**src/rtl/sdram_port_arbiter_if.sv**
```systemverilog
// Buffer-side and EasySDRAM-side signals of the SDRAM port arbiter.
// master = arbiter side, slave = buffers plus EasySDRAM.
interface sdram_port_arbiter_if;
    logic        wr_req;
    logic [24:0] wr_addr;
    logic [9:0]  wr_data;
    logic        wr_pop;
    logic        rd_req;
    logic [24:0] rd_addr;
    logic        rd_valid;
    logic [9:0]  rd_data;
    logic        ram_busy;
    logic [9:0]  ram_refresh_countdown;
    logic        ram_read_valid;
    logic [15:0] ram_rdata;
    logic        ram_write;
    logic        ram_is_write;
    logic [24:0] ram_address;
    logic [15:0] ram_write_data;
    logic [1:0]  ram_write_mask;
    logic        ram_keep_open;
    logic        grant_wr;
    logic        grant_rd;

    modport master (
        input  wr_req, wr_addr, wr_data, rd_req, rd_addr,
        input  ram_busy, ram_refresh_countdown,
        input  ram_read_valid, ram_rdata,
        output wr_pop, rd_valid, rd_data,
        output ram_write, ram_is_write, ram_address,
        output ram_write_data, ram_write_mask, ram_keep_open,
        output grant_wr, grant_rd
    );

    modport slave (
        output wr_req, wr_addr, wr_data, rd_req, rd_addr,
        output ram_busy, ram_refresh_countdown,
        output ram_read_valid, ram_rdata,
        input  wr_pop, rd_valid, rd_data,
        input  ram_write, ram_is_write, ram_address,
        input  ram_write_data, ram_write_mask, ram_keep_open,
        input  grant_wr, grant_rd
    );
endinterface

```
**src/rtl/sdram_port_arbiter.sv**
```systemverilog
// Burst arbiter sharing the EasySDRAM command port between camera writes and VGA reads.
// Option macro ARB_READ_PRIORITY_EN: reads win every tie (default: round-robin on ties).
module sdram_port_arbiter #(
    parameter int BURST_LEN     = 8,
    parameter int REFRESH_GUARD = 64
) (
    input  logic                 ram_clk,
    input  logic                 reset,
    sdram_port_arbiter_if.master bus
);
    localparam int BW = $clog2(BURST_LEN);
    localparam logic [1:0] S_IDLE  = 2'd0;
    localparam logic [1:0] S_WR    = 2'd1;
    localparam logic [1:0] S_RD    = 2'd2;
    localparam logic [1:0] S_DRAIN = 2'd3;
    localparam logic [BW-1:0] LAST_BEAT = BW'(BURST_LEN - 1);
    localparam logic [10:0]   GUARD     = 11'(REFRESH_GUARD);

    logic [1:0]    r_state;
    logic [24:0]   r_base;
    logic [BW-1:0] r_beat;
    logic [BW:0]   r_infl;
    logic          r_last_rd;
    logic          r_rd_valid;
    logic [9:0]    r_rd_data;

    logic w_burst;
    logic w_accept;
    logic w_last;
    logic w_guard_ok;
    logic w_wr_ok;
    logic w_rd_ok;
    logic w_pick_wr;
    logic w_pick_rd;
    logic w_inc;
    logic w_dec;
    logic w_is_wr;
    logic w_unused_rdata;

    assign w_burst    = (r_state == S_WR) || (r_state == S_RD);
    assign w_accept   = w_burst && !bus.ram_busy;
    assign w_last     = w_accept && (r_beat == LAST_BEAT);
    assign w_guard_ok = {1'b0, bus.ram_refresh_countdown} >= GUARD;
    // A write may not start while earlier read data is still outstanding.
    assign w_wr_ok    = bus.wr_req && ((r_infl == '0) || !r_last_rd);
    assign w_rd_ok    = bus.rd_req;
`ifdef ARB_READ_PRIORITY_EN
    assign w_pick_wr  = w_wr_ok && !w_rd_ok;
`else
    assign w_pick_wr  = w_wr_ok && (!w_rd_ok || r_last_rd);
`endif
    assign w_pick_rd  = w_rd_ok && !w_pick_wr;
    assign w_inc      = w_accept && (r_state == S_RD);
    assign w_dec      = bus.ram_read_valid && (r_infl != '0);
    assign w_is_wr    = (r_state == S_WR);
    assign w_unused_rdata = ^bus.ram_rdata[15:10];

    // Burst sequencing: grant in IDLE, one beat per accepted command.
    always_ff @(posedge ram_clk) begin
        if (reset) begin
            r_state   <= S_IDLE;
            r_base    <= '0;
            r_beat    <= '0;
            r_last_rd <= 1'b1;
        end else begin
            case (r_state)
                S_IDLE: begin
                    if (w_guard_ok && w_pick_wr) begin
                        r_state <= S_WR;
                        r_base  <= bus.wr_addr;
                        r_beat  <= '0;
                    end else if (w_guard_ok && w_pick_rd) begin
                        r_state <= S_RD;
                        r_base  <= bus.rd_addr;
                        r_beat  <= '0;
                    end
                end
                S_WR, S_RD: begin
                    if (w_accept) begin
                        r_beat <= r_beat + BW'(1);
                    end
                    if (w_last) begin
                        r_state   <= (r_state == S_WR) ? S_IDLE : S_DRAIN;
                        r_last_rd <= (r_state == S_RD);
                    end
                end
                default: begin
                    if (r_infl == '0) begin
                        r_state <= S_IDLE;
                    end
                end
            endcase
        end
    end

    // Outstanding read beats; a stray valid at zero is ignored.
    always_ff @(posedge ram_clk) begin
        if (reset) begin
            r_infl <= '0;
        end else if (w_inc && !w_dec) begin
            r_infl <= r_infl + (BW+1)'(1);
        end else if (w_dec && !w_inc) begin
            r_infl <= r_infl - (BW+1)'(1);
        end
    end

    // Read return path, one register stage in every state.
    always_ff @(posedge ram_clk) begin
        if (reset) begin
            r_rd_valid <= 1'b0;
            r_rd_data  <= '0;
        end else begin
            r_rd_valid <= bus.ram_read_valid;
            r_rd_data  <= bus.ram_rdata[9:0];
        end
    end

    assign bus.ram_write      = w_accept;
    assign bus.ram_is_write   = w_is_wr;
    assign bus.ram_address    = w_burst ? (r_base + 25'(r_beat)) : '0;
    assign bus.ram_write_data = w_is_wr ? {6'b0, bus.wr_data} : '0;
    assign bus.ram_write_mask = w_is_wr ? 2'b11 : 2'b00;
    assign bus.ram_keep_open  = w_burst && (r_beat != LAST_BEAT);
    assign bus.wr_pop         = w_accept && w_is_wr;
    assign bus.grant_wr       = w_is_wr;
    assign bus.grant_rd       = (r_state == S_RD) || (r_state == S_DRAIN);
    assign bus.rd_valid       = r_rd_valid;
    assign bus.rd_data        = r_rd_data;
endmodule

```
**src/flat_wrapper.sv**
```systemverilog
// flat-port wrapper written by rule: the top's interface ports become plain ports
module sdram_port_arbiter_flat 
#(
    parameter int BURST_LEN     = 8,
    parameter int REFRESH_GUARD = 64
)
  (ram_clk, reset, bus_wr_req, bus_wr_addr, bus_wr_data, bus_rd_req, bus_rd_addr, bus_ram_busy, bus_ram_refresh_countdown, bus_ram_read_valid, bus_ram_rdata, bus_wr_pop, bus_rd_valid, bus_rd_data, bus_ram_write, bus_ram_is_write, bus_ram_address, bus_ram_write_data, bus_ram_write_mask, bus_ram_keep_open, bus_grant_wr, bus_grant_rd);
  sdram_port_arbiter_if bus_i ();
  input  logic ram_clk;
  input  logic reset;
  input wire logic [$bits(bus_i.wr_req)-1:0] bus_wr_req;
  input wire logic [$bits(bus_i.wr_addr)-1:0] bus_wr_addr;
  input wire logic [$bits(bus_i.wr_data)-1:0] bus_wr_data;
  input wire logic [$bits(bus_i.rd_req)-1:0] bus_rd_req;
  input wire logic [$bits(bus_i.rd_addr)-1:0] bus_rd_addr;
  input wire logic [$bits(bus_i.ram_busy)-1:0] bus_ram_busy;
  input wire logic [$bits(bus_i.ram_refresh_countdown)-1:0] bus_ram_refresh_countdown;
  input wire logic [$bits(bus_i.ram_read_valid)-1:0] bus_ram_read_valid;
  input wire logic [$bits(bus_i.ram_rdata)-1:0] bus_ram_rdata;
  output wire logic [$bits(bus_i.wr_pop)-1:0] bus_wr_pop;
  output wire logic [$bits(bus_i.rd_valid)-1:0] bus_rd_valid;
  output wire logic [$bits(bus_i.rd_data)-1:0] bus_rd_data;
  output wire logic [$bits(bus_i.ram_write)-1:0] bus_ram_write;
  output wire logic [$bits(bus_i.ram_is_write)-1:0] bus_ram_is_write;
  output wire logic [$bits(bus_i.ram_address)-1:0] bus_ram_address;
  output wire logic [$bits(bus_i.ram_write_data)-1:0] bus_ram_write_data;
  output wire logic [$bits(bus_i.ram_write_mask)-1:0] bus_ram_write_mask;
  output wire logic [$bits(bus_i.ram_keep_open)-1:0] bus_ram_keep_open;
  output wire logic [$bits(bus_i.grant_wr)-1:0] bus_grant_wr;
  output wire logic [$bits(bus_i.grant_rd)-1:0] bus_grant_rd;
  assign bus_i.wr_req = bus_wr_req;
  assign bus_i.wr_addr = bus_wr_addr;
  assign bus_i.wr_data = bus_wr_data;
  assign bus_i.rd_req = bus_rd_req;
  assign bus_i.rd_addr = bus_rd_addr;
  assign bus_i.ram_busy = bus_ram_busy;
  assign bus_i.ram_refresh_countdown = bus_ram_refresh_countdown;
  assign bus_i.ram_read_valid = bus_ram_read_valid;
  assign bus_i.ram_rdata = bus_ram_rdata;
  assign bus_wr_pop = bus_i.wr_pop;
  assign bus_rd_valid = bus_i.rd_valid;
  assign bus_rd_data = bus_i.rd_data;
  assign bus_ram_write = bus_i.ram_write;
  assign bus_ram_is_write = bus_i.ram_is_write;
  assign bus_ram_address = bus_i.ram_address;
  assign bus_ram_write_data = bus_i.ram_write_data;
  assign bus_ram_write_mask = bus_i.ram_write_mask;
  assign bus_ram_keep_open = bus_i.ram_keep_open;
  assign bus_grant_wr = bus_i.grant_wr;
  assign bus_grant_rd = bus_i.grant_rd;
  sdram_port_arbiter #(.BURST_LEN(BURST_LEN), .REFRESH_GUARD(REFRESH_GUARD)) u_core (.ram_clk(ram_clk), .reset(reset), .bus(bus_i));
endmodule
```
**config.mk**
```make
export PLATFORM = sky130hd
export DESIGN_NAME = sdram_port_arbiter_flat
export DESIGN_NICKNAME = d
export VERILOG_FILES = /design/src/rtl/sdram_port_arbiter_if.sv /design/src/rtl/sdram_port_arbiter.sv /design/src/flat_wrapper.sv
export SDC_FILE = /design/constraint.sdc
export NUM_CORES = 1
export LEC_CHECK = 0
export BUFFER_PORTS_ARGS = -buffer_cell sky130_fd_sc_hd__buf_2
export CORE_ASPECT_RATIO = 2
export CORE_MARGIN = 8
export CORE_UTILIZATION = 35
export CTS_BUF_LIST = sky130_fd_sc_hd__clkbuf_4 sky130_fd_sc_hd__clkbuf_8 sky130_fd_sc_hd__clkbuf_16
export DETAILED_ROUTE_END_ITERATION = 10
export PLACE_DENSITY = 0.76
export SYNTH_ARGS = -nofsm -noshare
export SYNTH_HDL_FRONTEND = slang
export SYNTH_SLANG_ARGS = --single-unit
```
**constraint.sdc**
```tcl
create_clock -name ram_clk -period 2.5 [get_ports ram_clk]
set_clock_uncertainty 0.1 [all_clocks]
set_input_delay 0.375 -clock ram_clk [delete_from_list [all_inputs] [get_ports ram_clk]]
set_output_delay 0.375 -clock ram_clk [all_outputs]
set_load 0.05 [all_outputs]
```
==> results of run 1 <==
-- cells by family after synthesis --
group | Yosys count
mux | 9
other cells | 1
compound gates | 73
xor+xnor | 7
fa+ha+maj | 14
simple gates | 182
flops | 46
buf+inv | 40
-- cell usage in the layout, fill, tap and decap left out, types with 4 or more instances in the layout --
cell,count
sky130_fd_sc_hd__nand3_1,6
sky130_fd_sc_hd__conb_1,6
sky130_fd_sc_hd__dfxtp_2,8
sky130_fd_sc_hd__a311oi_1,25
sky130_fd_sc_hd__a21oi_2,8
sky130_fd_sc_hd__and2_1,13
sky130_fd_sc_hd__mux2i_1,5
sky130_fd_sc_hd__a21oi_4,8
sky130_fd_sc_hd__inv_1,6
sky130_fd_sc_hd__nand4_1,6
sky130_fd_sc_hd__dfxtp_1,35
sky130_fd_sc_hd__clkbuf_16,5
sky130_fd_sc_hd__xor2_1,4
sky130_fd_sc_hd__or4_4,8
sky130_fd_sc_hd__a21o_1,4
sky130_fd_sc_hd__nand2_1,61
sky130_fd_sc_hd__nor2b_1,13
sky130_fd_sc_hd__or3_4,4
sky130_fd_sc_hd__ha_1,8
sky130_fd_sc_hd__nor2_1,39
sky130_fd_sc_hd__buf_2,113
sky130_fd_sc_hd__o31ai_1,6
sky130_fd_sc_hd__ha_4,4
sky130_fd_sc_hd__buf_6,32
sky130_fd_sc_hd__buf_4,29
sky130_fd_sc_hd__nand2b_1,8
-- state kept, by name, indices dropped and copies added (netlist names) --
register,cells
u_core.bus.rd_data,10
u_core.bus.rd_valid,1
u_core.r_base,25
u_core.r_beat,3
u_core.r_infl,4
u_core.r_last_rd,1
u_core.r_state,2
-- final cells by class --
cell class	instances	area share
Inverter	7	0.00573
Multi-Input combinational cell	291	0.472
Sequential cell	46	0.205
Clock buffer	6	0.0289
Tap cell	98	0.0267
Timing Repair Buffer	176	0.258
Clock inverter	2	0.00300
-- worst register-to-register path, stage by stage, from the launching register on --
cell	delay, ns
sky130_fd_sc_hd__dfxtp_2	0.32
sky130_fd_sc_hd__or4_4	0.53
sky130_fd_sc_hd__nand2_2	0.09
sky130_fd_sc_hd__ha_4	0.13
sky130_fd_sc_hd__inv_2	0.05
sky130_fd_sc_hd__ha_4	0.21
sky130_fd_sc_hd__a21o_1	0.18
sky130_fd_sc_hd__a21oi_2	0.15
sky130_fd_sc_hd__mux2i_1	0.23
sky130_fd_sc_hd__mux2_2	0.35
-- power by group through the flow --
stage	Sequential [mW]	Clock (mW)	Combinational, mW
6_report	1.25	0.675	3.05
5_1_grt	1.27	0.723	3.25
4_1_cts	1.22	0.692	3.00
3_5_place_dp	1.20	0	2.81
3_3_place_gp	1.19	0	2.73
2_1_floorplan	1.23	0	1.96
-- worst min path at each step --
stage	slack (ns)	from	cells past startpoint	to
2_1_floorplan	0.37	u_core.r_beat[2]	2	u_core.r_beat[2]
3_3_place_gp	0.38	u_core.r_beat[2]	2	u_core.r_beat[2]
3_5_place_dp	0.39	u_core.r_beat[2]	2	u_core.r_beat[2]
4_1_cts	0.19	bus_ram_rdata[5]	2	u_core.bus.rd_data[5]
5_1_grt	0.20	bus_ram_rdata[5]	2	u_core.bus.rd_data[5]
6_report	0.19	bus_ram_rdata[5]	2	u_core.bus.rd_data[5]
-- metrics by stage --
step	cell area (um^2)	TNS [ns]
final	4590	-1.38
after global routing	4590	-2.51
after detailed placement	3940	-0.336
after floorplan	3060	-0.0760
after CTS	4440	-1.75
after global placement	3940	-0.187
-- routing by layer --
layer,vias to the layer above,global-route usage
met2,103,0.346
met3,27,0.0297
met1,1600,0.146
met5,-,0
li1,1625,-
met4,0,0.0844
-- what timing repair did --
action | CTS | global route
pin swaps | 15 | 10
setup buffers | 5 | 4
gates resized for setup | 83 | 34
endpoints found under the setup margin | 23 | 23
cloned | 3 | 1
==> results by group, run 1 <==
Critical path
  – Crit path kind: register to output pin
  – Total stage count of the critical path: 8
  – Crit path largest cell delay: 0.44 ns
  – Biggest fanout along the worst timing path: 8
  – Family with the most delay on the worst path: simple AND/OR/NAND/NOR gates
  – Critical R2R Capture: u_core.r_infl[3]
  – Worst endpoint required time: 2.03 ns
  – CP Capture Type: output pin
  – Worst Setup Start Kind: register
  – FF-to-FF setup slack: 0.05 ns
  – Critical path destination: bus_ram_address[18]
  – Cells along the critical path: ha_4, fa_2, a21o_1, nand4_1, buf_6, or4_4, a21oi_4, buf_6
  – Crit path launch: u_core.r_beat[0]
  – CP most frequent cell: sky130_fd_sc_hd__buf_6
  – Arrival @ worst endpoint: 2.23 ns
  – Worst-path cell with the longest stage delay: sky130_fd_sc_hd__or4_4
  – Worst Reg2Reg Path Length in Cells: 9
  – Count of buffering cells on the critical path with inverters included: 2
  – Source of the worst register-to-register timing path: u_core.r_infl[0]

Place
  – Count of input and output buffers: 133
  – Cell count after placement: 606
  – Worst-case setup slack after placement: -0.0703 ns
  – Placer Congestion: 0.804
  – Half-perimeter wire length of the detailed placement result: 7830 um

Drt
  – Met2 wire length: 6290 um
  – Wire length the detailed router placed on met1: 3490 um
  – Post-detailed-routing wire length: 10600 um
  – Top metal layer carrying routed signals: met4
  – Number of routed nets with antenna violations: 0
  – DRC violations left: 0
  – Via count of the routed design: 3355
  – First drt pass iteration count: 4
  – DRC violation total after the first TritonRoute iteration: 142
  – Per-cell routed wire length: 17.0 um
  – Detail Route met3 WL: 483 um
  – Post-DR vias/cell: 5.36

Synth
  – Ys async rst share: 0
  – Synth area leaders: sky130_fd_sc_hd__dfxtp_1, sky130_fd_sc_hd__nand2_1, sky130_fd_sc_hd__a311oi_1, sky130_fd_sc_hd__nor2_1, sky130_fd_sc_hd__ha_1
  – Sequential cell area fraction in the yosys report: 0.315
  – Dominant combinational cell family by area after synthesis: simple AND/OR/NAND/NOR gates
  – Compound-cell area share of the yosys netlist: 0.192
  – Number of enable flip-flop cells after synthesis: 0
  – Most instantiated library cell after synthesis: sky130_fd_sc_hd__nand2_1
  – Synthesized-area fraction occupied by xor and xnor cells: 0.0210
  – Cell types with the highest counts after synthesis: sky130_fd_sc_hd__nand2_1, sky130_fd_sc_hd__dfxtp_1, sky130_fd_sc_hd__nor2_1
  – Library cell with the largest summed area after synthesis: sky130_fd_sc_hd__dfxtp_1
  – Cell count after synthesis: 372
  – Top cell type's share of synthesized area: 0.315
  – Mux contribution to synthesized area: 0.0313
  – Mean Syn Cell Area: 7.85 um^2
  – Count of yosys warnings during synthesis: 0
  – Distinct cell type count of the synthesized netlist: 45
  – Area of the mapped netlist: 0.00292 mm^2
  – Fraction of the mapped netlist area in simple logic gates: 0.310
  – Top flip-flop cell by instance count after synthesis: sky130_fd_sc_hd__dfxtp_1
  – Adder-cell area share of the yosys netlist: 0.0651
  – Flip-flop and latch count after synthesis: 46

Pwr
  – Max rail drop VDD: 0.747 mV
  – Static leakage: 2.05 nW
  – Sw Share: 0.496
  – Clock share of power: 0.136
  – Power Dens Cells: 1080 mW/mm^2
  – Overall power of the completed layout: 4.97 mW
  – Switching power total: 2.47 mW
  – Internal power: 2.50 mW
  – Part of the total power dissipated in sequential elements: 0.251
  – Portion of total power attributed to combinational logic: 0.613

STA
  – Fin worst setup slack: -0.206 ns
  – Final worst path period share: 1.08
  – Hold Violations, Final: 0
  – Setup violators final: 13
  – Slew at the pin closest to its max-slew limit: 0.949 ns
  – Worst hold margin: 0.193 ns
  – Slew Viols, Final: 0
  – Highest Clock Rate: 0.370 GHz
  – Unrepaired setup endpoints after global routing: yes
  – Final period demand of the worst path: 2.71 ns
  – Relative slew margins: 0.368

Final layout
  – Non-filler cells, final: 626
  – Post-Route Utilization: 0.561
  – Synthesis-to-layout area growth: 57.0%
  – Layout net count: 633
  – Filler Cells Inserted: 755
  – Diode count: 0
  – Area taken by multi-input logic gates: 0.00216 mm^2
  – Share of final-layout standard cells stronger than drive strength 1: 0.477
  – Flip-flop and latch area: 942 um^2

Clocking
  – CTS Buf Count: 5
  – CTS H-tree depth: 2
  – Clock slew seen by the registers of the worst setup and hold paths: 0.07 ns
  – CTS tree: built
  – Maximum buffer depth of the clock tree: 2
  – Total number of clock tree sinks: 46
  – Clock Latency Late Sink: 0.28 ns
  – Post-CTS Hold Buffers: 0
  – Clock Root Buffer: sky130_fd_sc_hd__clkbuf_16

Global routing
  – First-pass GRT wire length: 16100 um
  – Largest net degree at the start of global routing: 52
  – Initial antenna violation count: 0
  – GRT Resource Usage Total: 0.172
  – Global route total overflow: 0
  – Number of global-route vias before repair: 3479

Floorplan
  – FP Rows: 47
  – Die area: 0.0117 mm^2
  – Core Box Area: 0.00817 mm^2
  – Initial Util: 0.357
  – Die extent in y: 145 um
  – Die boundary width: 80.6 um
  – I/O pins: 152

Job
  – Max-Cap Viols: 0

Status
  – Status: complete, but fails checks
  – Failing checks: setup timing

Min path
  – Class of the tightest hold or removal check: input pin to register
Note: power is estimated with default switching activity, not from simulation.
==> run 2: changes to the inputs <==
Settings changed: BUFFER_PORTS_ARGS -buffer_cell sky130_fd_sc_hd__buf_2 to not set, DONT_BUFFER_PORTS set to 1, PLACE_DENSITY 0.76 to 0.58.
Clock period 2.5 ns to 2.6 ns, I/O delays scaled along.
==> run 2 against run 1 <==
Against the previous run: the flow still finishes with violations (setup timing); final cell count decreased by 20%; setup slack improved by 0.12 ns; core utilization fell by 7.0 points; combinational power down 8.5%; count of clock-buffer cells in the layout increased by 1; total power down 4.1%; largest cell class unchanged; largest power group unchanged; highest routed layer unchanged.
==> results by group, run 2 (synthesis results as in run 1) <==
Pwr
  – Portion of total power attributed to combinational logic: 0.585 (was 0.613)
  – Max rail drop VDD: 0.648 mV (was 0.747 mV)
  – Sw Share: 0.476 (was 0.496)
  – Overall power of the completed layout: 4.77 mW (was 4.97 mW)
  – Static leakage: 1.52 nW (was 2.05 nW)
  – Power Dens Cells: 1190 mW/mm^2 (was 1080 mW/mm^2)
  – Internal power: 2.50 mW (about the same)
  – Part of the total power dissipated in sequential elements: 0.259 (was 0.251)
  – Clock share of power: 0.156 (was 0.136)
  – Switching power total: 2.27 mW (was 2.47 mW)

Final layout
  – Diode count: 0 (unchanged)
  – Commonest cells after routing, fill and taps aside: sky130_fd_sc_hd__nand2_1, sky130_fd_sc_hd__nor2_1, sky130_fd_sc_hd__dfxtp_1 (was sky130_fd_sc_hd__buf_2, sky130_fd_sc_hd__nand2_1, sky130_fd_sc_hd__nor2_1)
  – Layout net count: 509 (was 633)
  – Reg with most FFs: u_core.r_base (unchanged)
  – Synthesis-to-layout area growth: 37.3% (was 57.0%)
  – Filler Cells Inserted: 787 (was 755)
  – Most common library cell in the layout ignoring fill and taps: sky130_fd_sc_hd__nand2_1 (was sky130_fd_sc_hd__buf_2)
  – Post-Route Utilization: 0.491 (was 0.561)
  – Flip-flop count of the largest register, all copies and words added: 25 (unchanged)
  – Share of final-layout standard cells stronger than drive strength 1: 0.295 (was 0.477)
  – Final Cell Area: 0.00401 mm^2 (was 0.00459 mm^2)

Clocking
  – CTS H-tree depth: 2 (unchanged)
  – Clock Root Buffer: sky130_fd_sc_hd__clkbuf_16 (unchanged)
  – CTS Buf Count: 5 (unchanged)
  – Total number of clock tree sinks: 46 (unchanged)
  – Clock slew seen by the registers of the worst setup and hold paths: 0.07 ns (about the same)
  – Clock Latency Late Sink: 0.28 ns (about the same)
  – Post-CTS Hold Buffers: 0 (unchanged)
  – CTS tree: built (unchanged)
  – Maximum buffer depth of the clock tree: 2 (unchanged)

Critical path
  – Arrival @ worst endpoint: 2.19 ns (was 2.23 ns)
  – Worst Setup Start Kind: register (unchanged)
  – Crit path kind: register to output pin (unchanged)
  – FF-to-FF setup slack: 0.13 ns (was 0.05 ns)
  – Biggest fanout along the worst timing path: 8 (unchanged)
  – Worst endpoint required time: 2.11 ns (was 2.03 ns)
  – CP Capture Type: output pin (unchanged)

Status
  – Status: complete, but fails checks (unchanged)
  – Failing checks: setup timing (unchanged)

STA
  – Relative slew margins: 0.523 (was 0.368)
  – Hold Violations, Final: 0 (unchanged)
  – Highest Clock Rate: 0.373 GHz
  – Unrepaired setup endpoints after global routing: yes (unchanged)
  – Slew at the pin closest to its max-slew limit: 0.710 ns (was 0.949 ns)
  – Fin worst setup slack: -0.0826 ns (was -0.206 ns)
  – Worst hold margin: 0.0622 ns (was 0.193 ns)
  – Slew Viols, Final: 0 (unchanged)
  – Setup violators final: 11 (was 13)
  – Final period demand of the worst path: 2.68 ns
  – Final worst path period share: 1.03

Drt
  – Via count of the routed design: 2796 (was 3355)
  – DRC violations left: 0 (unchanged)
  – First drt pass iteration count: 4 (unchanged)
  – Post-DR vias/cell: 5.57 (was 5.36)
  – Post-detailed-routing wire length: 9510 um (was 10600 um)
  – DRC violation total after the first TritonRoute iteration: 162 (was 142)
  – Per-cell routed wire length: 18.9 um (was 17.0 um)
  – Number of routed nets with antenna violations: 0 (unchanged)

Floorplan
  – Die extent in y: 145 um (unchanged)
  – FP Rows: 47 (unchanged)
  – Die area: 0.0117 mm^2 (unchanged)
  – Core Box Area: 0.00817 mm^2 (unchanged)
  – I/O pins: 152 (unchanged)
  – Initial Util: 0.357 (unchanged)
  – Die boundary width: 80.6 um (unchanged)

Global routing
  – Global route total overflow: 0 (unchanged)
  – Initial antenna violation count: 0 (unchanged)
  – GRT Resource Usage Total: 0.159 (was 0.172)
  – Largest net degree at the start of global routing: 52 (unchanged)
  – Number of global-route vias before repair: 2905 (was 3479)
  – First-pass GRT wire length: 14700 um (was 16100 um)

Place
  – Area post-placement: 0.00365 mm^2 (was 0.00394 mm^2)
  – Placer Congestion: 0.809 (was 0.804)
  – Count of input and output buffers: 0 (was 133)
  – Half-perimeter wire length of the detailed placement result: 7140 um (was 7830 um)
  – Worst-case setup slack after placement: 0.0489 ns (was -0.0703 ns)

Min path
  – Class of the tightest hold or removal check: input pin to register (unchanged)

Job
  – Max-Cap Viols: 0 (unchanged)
run 2: cell count changes in the layout (fill, tap and decap cells not counted), moves of 3 or more:
| cell | before | now |
|---|---|---|
| sky130_fd_sc_hd__buf_6 | 32 | 2 |
| sky130_fd_sc_hd__dfxtp_1 | 35 | 38 |
| sky130_fd_sc_hd__or3_1 | 3 | 6 |
| sky130_fd_sc_hd__buf_2 | 113 | 0 |
| sky130_fd_sc_hd__buf_12 | 2 | 22 |
| sky130_fd_sc_hd__or3_4 | 4 | 1 |
run 2: critical path, stage by stage, from the launching register on:
cell                      delay, ns
sky130_fd_sc_hd__dfxtp_2       0.35
sky130_fd_sc_hd__ha_4          0.15
sky130_fd_sc_hd__fa_2          0.21
sky130_fd_sc_hd__a21o_1        0.14
sky130_fd_sc_hd__nand4_1       0.14
sky130_fd_sc_hd__buf_6         0.17
sky130_fd_sc_hd__or4_4         0.43
sky130_fd_sc_hd__a21oi_4       0.16
sky130_fd_sc_hd__buf_12        0.15
run 2: path summary, 6_finish.rpt:
check	from	endpoint	cells past startpoint
worst max-delay path	u_core.r_beat[0]	bus_ram_address[22]	8
worst min-delay path	reset	u_core.r_base[0]	1
worst max register to register	u_core.r_infl[3]	u_core.r_infl[3]	9
worst min register to register	u_core.r_base[2]	u_core.r_base[2]	2
run 2: stage by stage:
stage | std cells | TNS (ns)
2_1_floorplan | 377 | -0.0779
3_3_place_gp | 490 | 0
3_5_place_dp | 490 | 0
4_1_cts | 500 | -0.735
5_1_grt | 502 | -1.29
6_report | 502 | -0.474
run 2: per-layer routing:
metal	global-route usage	share of wire	vias up
li1	-	-	1375
met5	0	0	-
met2	0.293	0.56	89
met3	0.0421	0.065	17
met4	0.0798	0.031	0
met1	0.151	0.35	1315
run 2: power by group through the flow:
stage               Clock, mW  Combinational (mW)  Sequential (mW)
finish                  0.743                2.79             1.24
global route            0.790                3.01             1.28
CTS                     0.765                2.76             1.21
detailed placement          0                2.74             1.21
global placement            0                2.69             1.20
floorplan                   0                1.88             1.19
run 2: cell type report:
class,instances,area [um^2],share of cell area
inverter,7,26.3,0.00655
clock inverter,1,30.0,0.00749
clock buffer,7,140,0.0349
sequential,46,936,0.233
multi-input combinational,291,2080,0.519
timing repair buffer,52,673,0.168
tap,98,123,0.0306
run 2: timing repair:
action | 4_1_cts | 5_1_grt
pin swaps | 5 | 10
setup buffers | 1 | 3
resized for setup | 25 | 21
gates cloned | 1 | 0
endpoints found under the setup margin | 15 | 18
==> run 3: changes to the inputs <==
Settings changed: RECOVER_POWER set to 100.
==> run 3 against run 2 <==
Against the previous run: the run still ends with setup timing left; largest power group unchanged; total power decreased by 1.2%; critical endpoint unchanged; die area unchanged; via count is 0.89% higher; first-iteration DRC count fell by 9.9%; cell area shrank 1.1%; clock power barely moved; maximum frequency down 0.44%; sequential power hardly changed; combinational power fell by 2%; global-route usage did not move; routed wire length increased by 0.46%.
==> results by group, run 3 (synthesis results as in run 1) <==
Status
  – Status: complete, but fails checks (unchanged)
  – Failing checks: setup timing (unchanged)

Critical path
  – Crit path launch: u_core.r_beat[0] (unchanged)
  – FF-to-FF setup slack: 0.11 ns (was 0.13 ns)
  – CP Capture Type: output pin (unchanged)
  – Biggest fanout along the worst timing path: 8 (unchanged)
  – Crit path kind: register to output pin (unchanged)
  – Worst-path cell with the longest stage delay: sky130_fd_sc_hd__or4_4 (unchanged)
  – Worst endpoint required time: 2.11 ns (about the same)
  – Worst Setup Start Kind: register (unchanged)
  – Critical path destination: bus_ram_address[22] (unchanged)
  – Cells along the critical path: ha_4, fa_2, a21o_1, nand4_1, buf_6, or4_4, a21oi_4, buf_12 (unchanged)
  – Worst Reg2Reg Path Length in Cells: 10 (was 9)
  – Crit path largest cell delay: 0.43 ns (about the same)
  – Arrival @ worst endpoint: 2.20 ns (was 2.19 ns)
  – Source of the worst register-to-register timing path: u_core.r_state[0] (was u_core.r_infl[3])
  – Critical R2R Capture: u_core.r_infl[3] (unchanged)

Floorplan
  – Core Box Area: 0.00817 mm^2 (unchanged)
  – I/O pins: 152 (unchanged)
  – FP Rows: 47 (unchanged)
  – Die area: 0.0117 mm^2 (unchanged)
  – Initial Util: 0.357 (unchanged)
  – Die extent in y: 145 um (unchanged)
  – Die boundary width: 80.6 um (unchanged)

Pwr
  – Power Dens Cells: 1190 mW/mm^2 (about the same)
  – Static leakage: 1.50 nW (was 1.52 nW)
  – Overall power of the completed layout: 4.71 mW (was 4.77 mW)
  – Max rail drop VDD: 0.640 mV (was 0.648 mV)

Clocking
  – CTS H-tree depth: 2 (unchanged)
  – Maximum buffer depth of the clock tree: 2 (unchanged)
  – CTS Buf Count: 5 (unchanged)
  – Total number of clock tree sinks: 46 (unchanged)
  – CTS tree: built (unchanged)
  – Clock slew seen by the registers of the worst setup and hold paths: 0.07 ns (about the same)
  – Clock Latency Late Sink: 0.29 ns (was 0.28 ns)
  – Post-CTS Hold Buffers: 0 (unchanged)
  – Clock Root Buffer: sky130_fd_sc_hd__clkbuf_16 (unchanged)

STA
  – Setup violators final: 11 (unchanged)
  – Hold Violations, Final: 0 (unchanged)
  – Highest Clock Rate: 0.371 GHz (was 0.373 GHz)
  – Final worst path period share: 1.04 (was 1.03)
  – Relative slew margins: 0.289 (was 0.523)
  – Slew at the pin closest to its max-slew limit: 1.07 ns (was 0.710 ns)
  – Slew Viols, Final: 0 (unchanged)
  – Fin worst setup slack: -0.0944 ns (was -0.0826 ns)
  – Final period demand of the worst path: 2.69 ns (was 2.68 ns)
  – Unrepaired setup endpoints after global routing: yes (unchanged)
  – Worst hold margin: 0.0677 ns (was 0.0622 ns)

Drt
  – Post-DR vias/cell: 5.62 (was 5.57)
  – Post-detailed-routing wire length: 9550 um (was 9510 um)
  – DRC violation total after the first TritonRoute iteration: 146 (was 162)
  – Via count of the routed design: 2821 (was 2796)
  – Number of routed nets with antenna violations: 0 (unchanged)
  – DRC violations left: 0 (unchanged)
  – Per-cell routed wire length: 19.0 um (was 18.9 um)
  – First drt pass iteration count: 4 (unchanged)

Final layout
  – Layout net count: 509 (unchanged)
  – Share of final-layout standard cells stronger than drive strength 1: 0.280 (was 0.295)
  – Synthesis-to-layout area growth: 35.7% (was 37.3%)
  – Flip-flop count of the largest register, all copies and words added: 25 (unchanged)
  – Commonest cells after routing, fill and taps aside: sky130_fd_sc_hd__nand2_1, sky130_fd_sc_hd__nor2_1, sky130_fd_sc_hd__dfxtp_1 (unchanged)
  – Reg with most FFs: u_core.r_base (unchanged)
  – Filler Cells Inserted: 794 (was 787)
  – Diode count: 0 (unchanged)
  – Most common library cell in the layout ignoring fill and taps: sky130_fd_sc_hd__nand2_1 (unchanged)

Place
  – Count of input and output buffers: 0 (unchanged)
  – Placer Congestion: 0.809 (unchanged)
  – Half-perimeter wire length of the detailed placement result: 7140 um (unchanged)

Global routing
  – GRT Resource Usage Total: 0.159 (unchanged)
  – Initial antenna violation count: 0 (unchanged)
  – Global route total overflow: 0 (unchanged)
  – First-pass GRT wire length: 14700 um (unchanged)
  – Largest net degree at the start of global routing: 52 (unchanged)
  – Number of global-route vias before repair: 2905 (unchanged)

Job
  – Max-Cap Viols: 0 (unchanged)

Min path
  – Class of the tightest hold or removal check: input pin to register (unchanged)
run 3: stage by stage:
stage | setup WS (ns) | cells | utilization | TNS, ns | instance area (um^2)
3_3_place_gp | 0.0733 | 490 | 0.447 | 0 | 3650
2_1_floorplan | -0.0779 | 377 | - | -0.0779 | 3050
5_1_grt | -0.178 | 502 | 0.485 | -1.31 | 3970
3_5_place_dp | 0.0489 | 490 | 0.447 | 0 | 3650
6_report | -0.0944 | 502 | 0.485 | -0.540 | 3970
4_1_cts | -0.0983 | 500 | 0.480 | -0.735 | 3930
run 3: per-layer routing:
metal / global-route usage / vias to the layer above / part of all wire / wire [um]
li1: - / 1378 / - / -
met1: 0.151 / 1334 / 0.34 / 3290
met2: 0.293 / 95 / 0.56 / 5350
met3: 0.0421 / 14 / 0.067 / 643
met4: 0.0798 / 0 / 0.028 / 269
met5: 0 / - / 0 / 0
run 3: power breakdown:
part           internal, mW  switching (mW)
Combinational          1.02            1.71
Sequential            0.955           0.283
Clock                 0.476           0.269
run 3: worst min-delay path by stage:
| stage | endpoint | depth (start not counted) | slack [ns] | from |
|---|---|---|---|---|
| 2_1_floorplan | u_core.r_beat[2] | 2 | 0.37 | u_core.r_beat[2] |
| 3_3_place_gp | u_core.r_infl[2] | 1 | 0.37 | reset |
| 3_5_place_dp | u_core.r_base[1] | 1 | 0.37 | reset |
| 4_1_cts | u_core.r_base[0] | 1 | 0.06 | reset |
| 5_1_grt | u_core.r_base[14] | 1 | 0.06 | reset |
| 6_report | u_core.r_infl[2] | 1 | 0.07 | reset |
run 3: critical path, delay by kind of cell, from the launching register on:
family	cells	cell delay (ns)
AND/OR/NAND/NOR	2	0.57
flip-flops	1	0.36
buffers and inverters	2	0.32
AO/OA/AOI/OAI	2	0.31
adder cells (fa/ha/maj)	2	0.36
run 3: area by class of cell:
| class | count | area (um^2) | share of cell area |
|---|---|---|---|
| clock inverter | 1 | 30.0 | 0.00757 |
| timing repair buffer | 52 | 648 | 0.163 |
| clock buffer | 7 | 140 | 0.0353 |
| multi-input combinational | 291 | 2060 | 0.520 |
| inverter | 7 | 26.3 | 0.00663 |
| tap | 98 | 123 | 0.0309 |
| sequential | 46 | 936 | 0.236 |
run 3: timing repair:
item	in CTS	in global routing
pin swaps	5	10
setup buffers	1	3
endpoints found under the setup margin	15	18
gates resized for setup	25	21
cloned	1	0
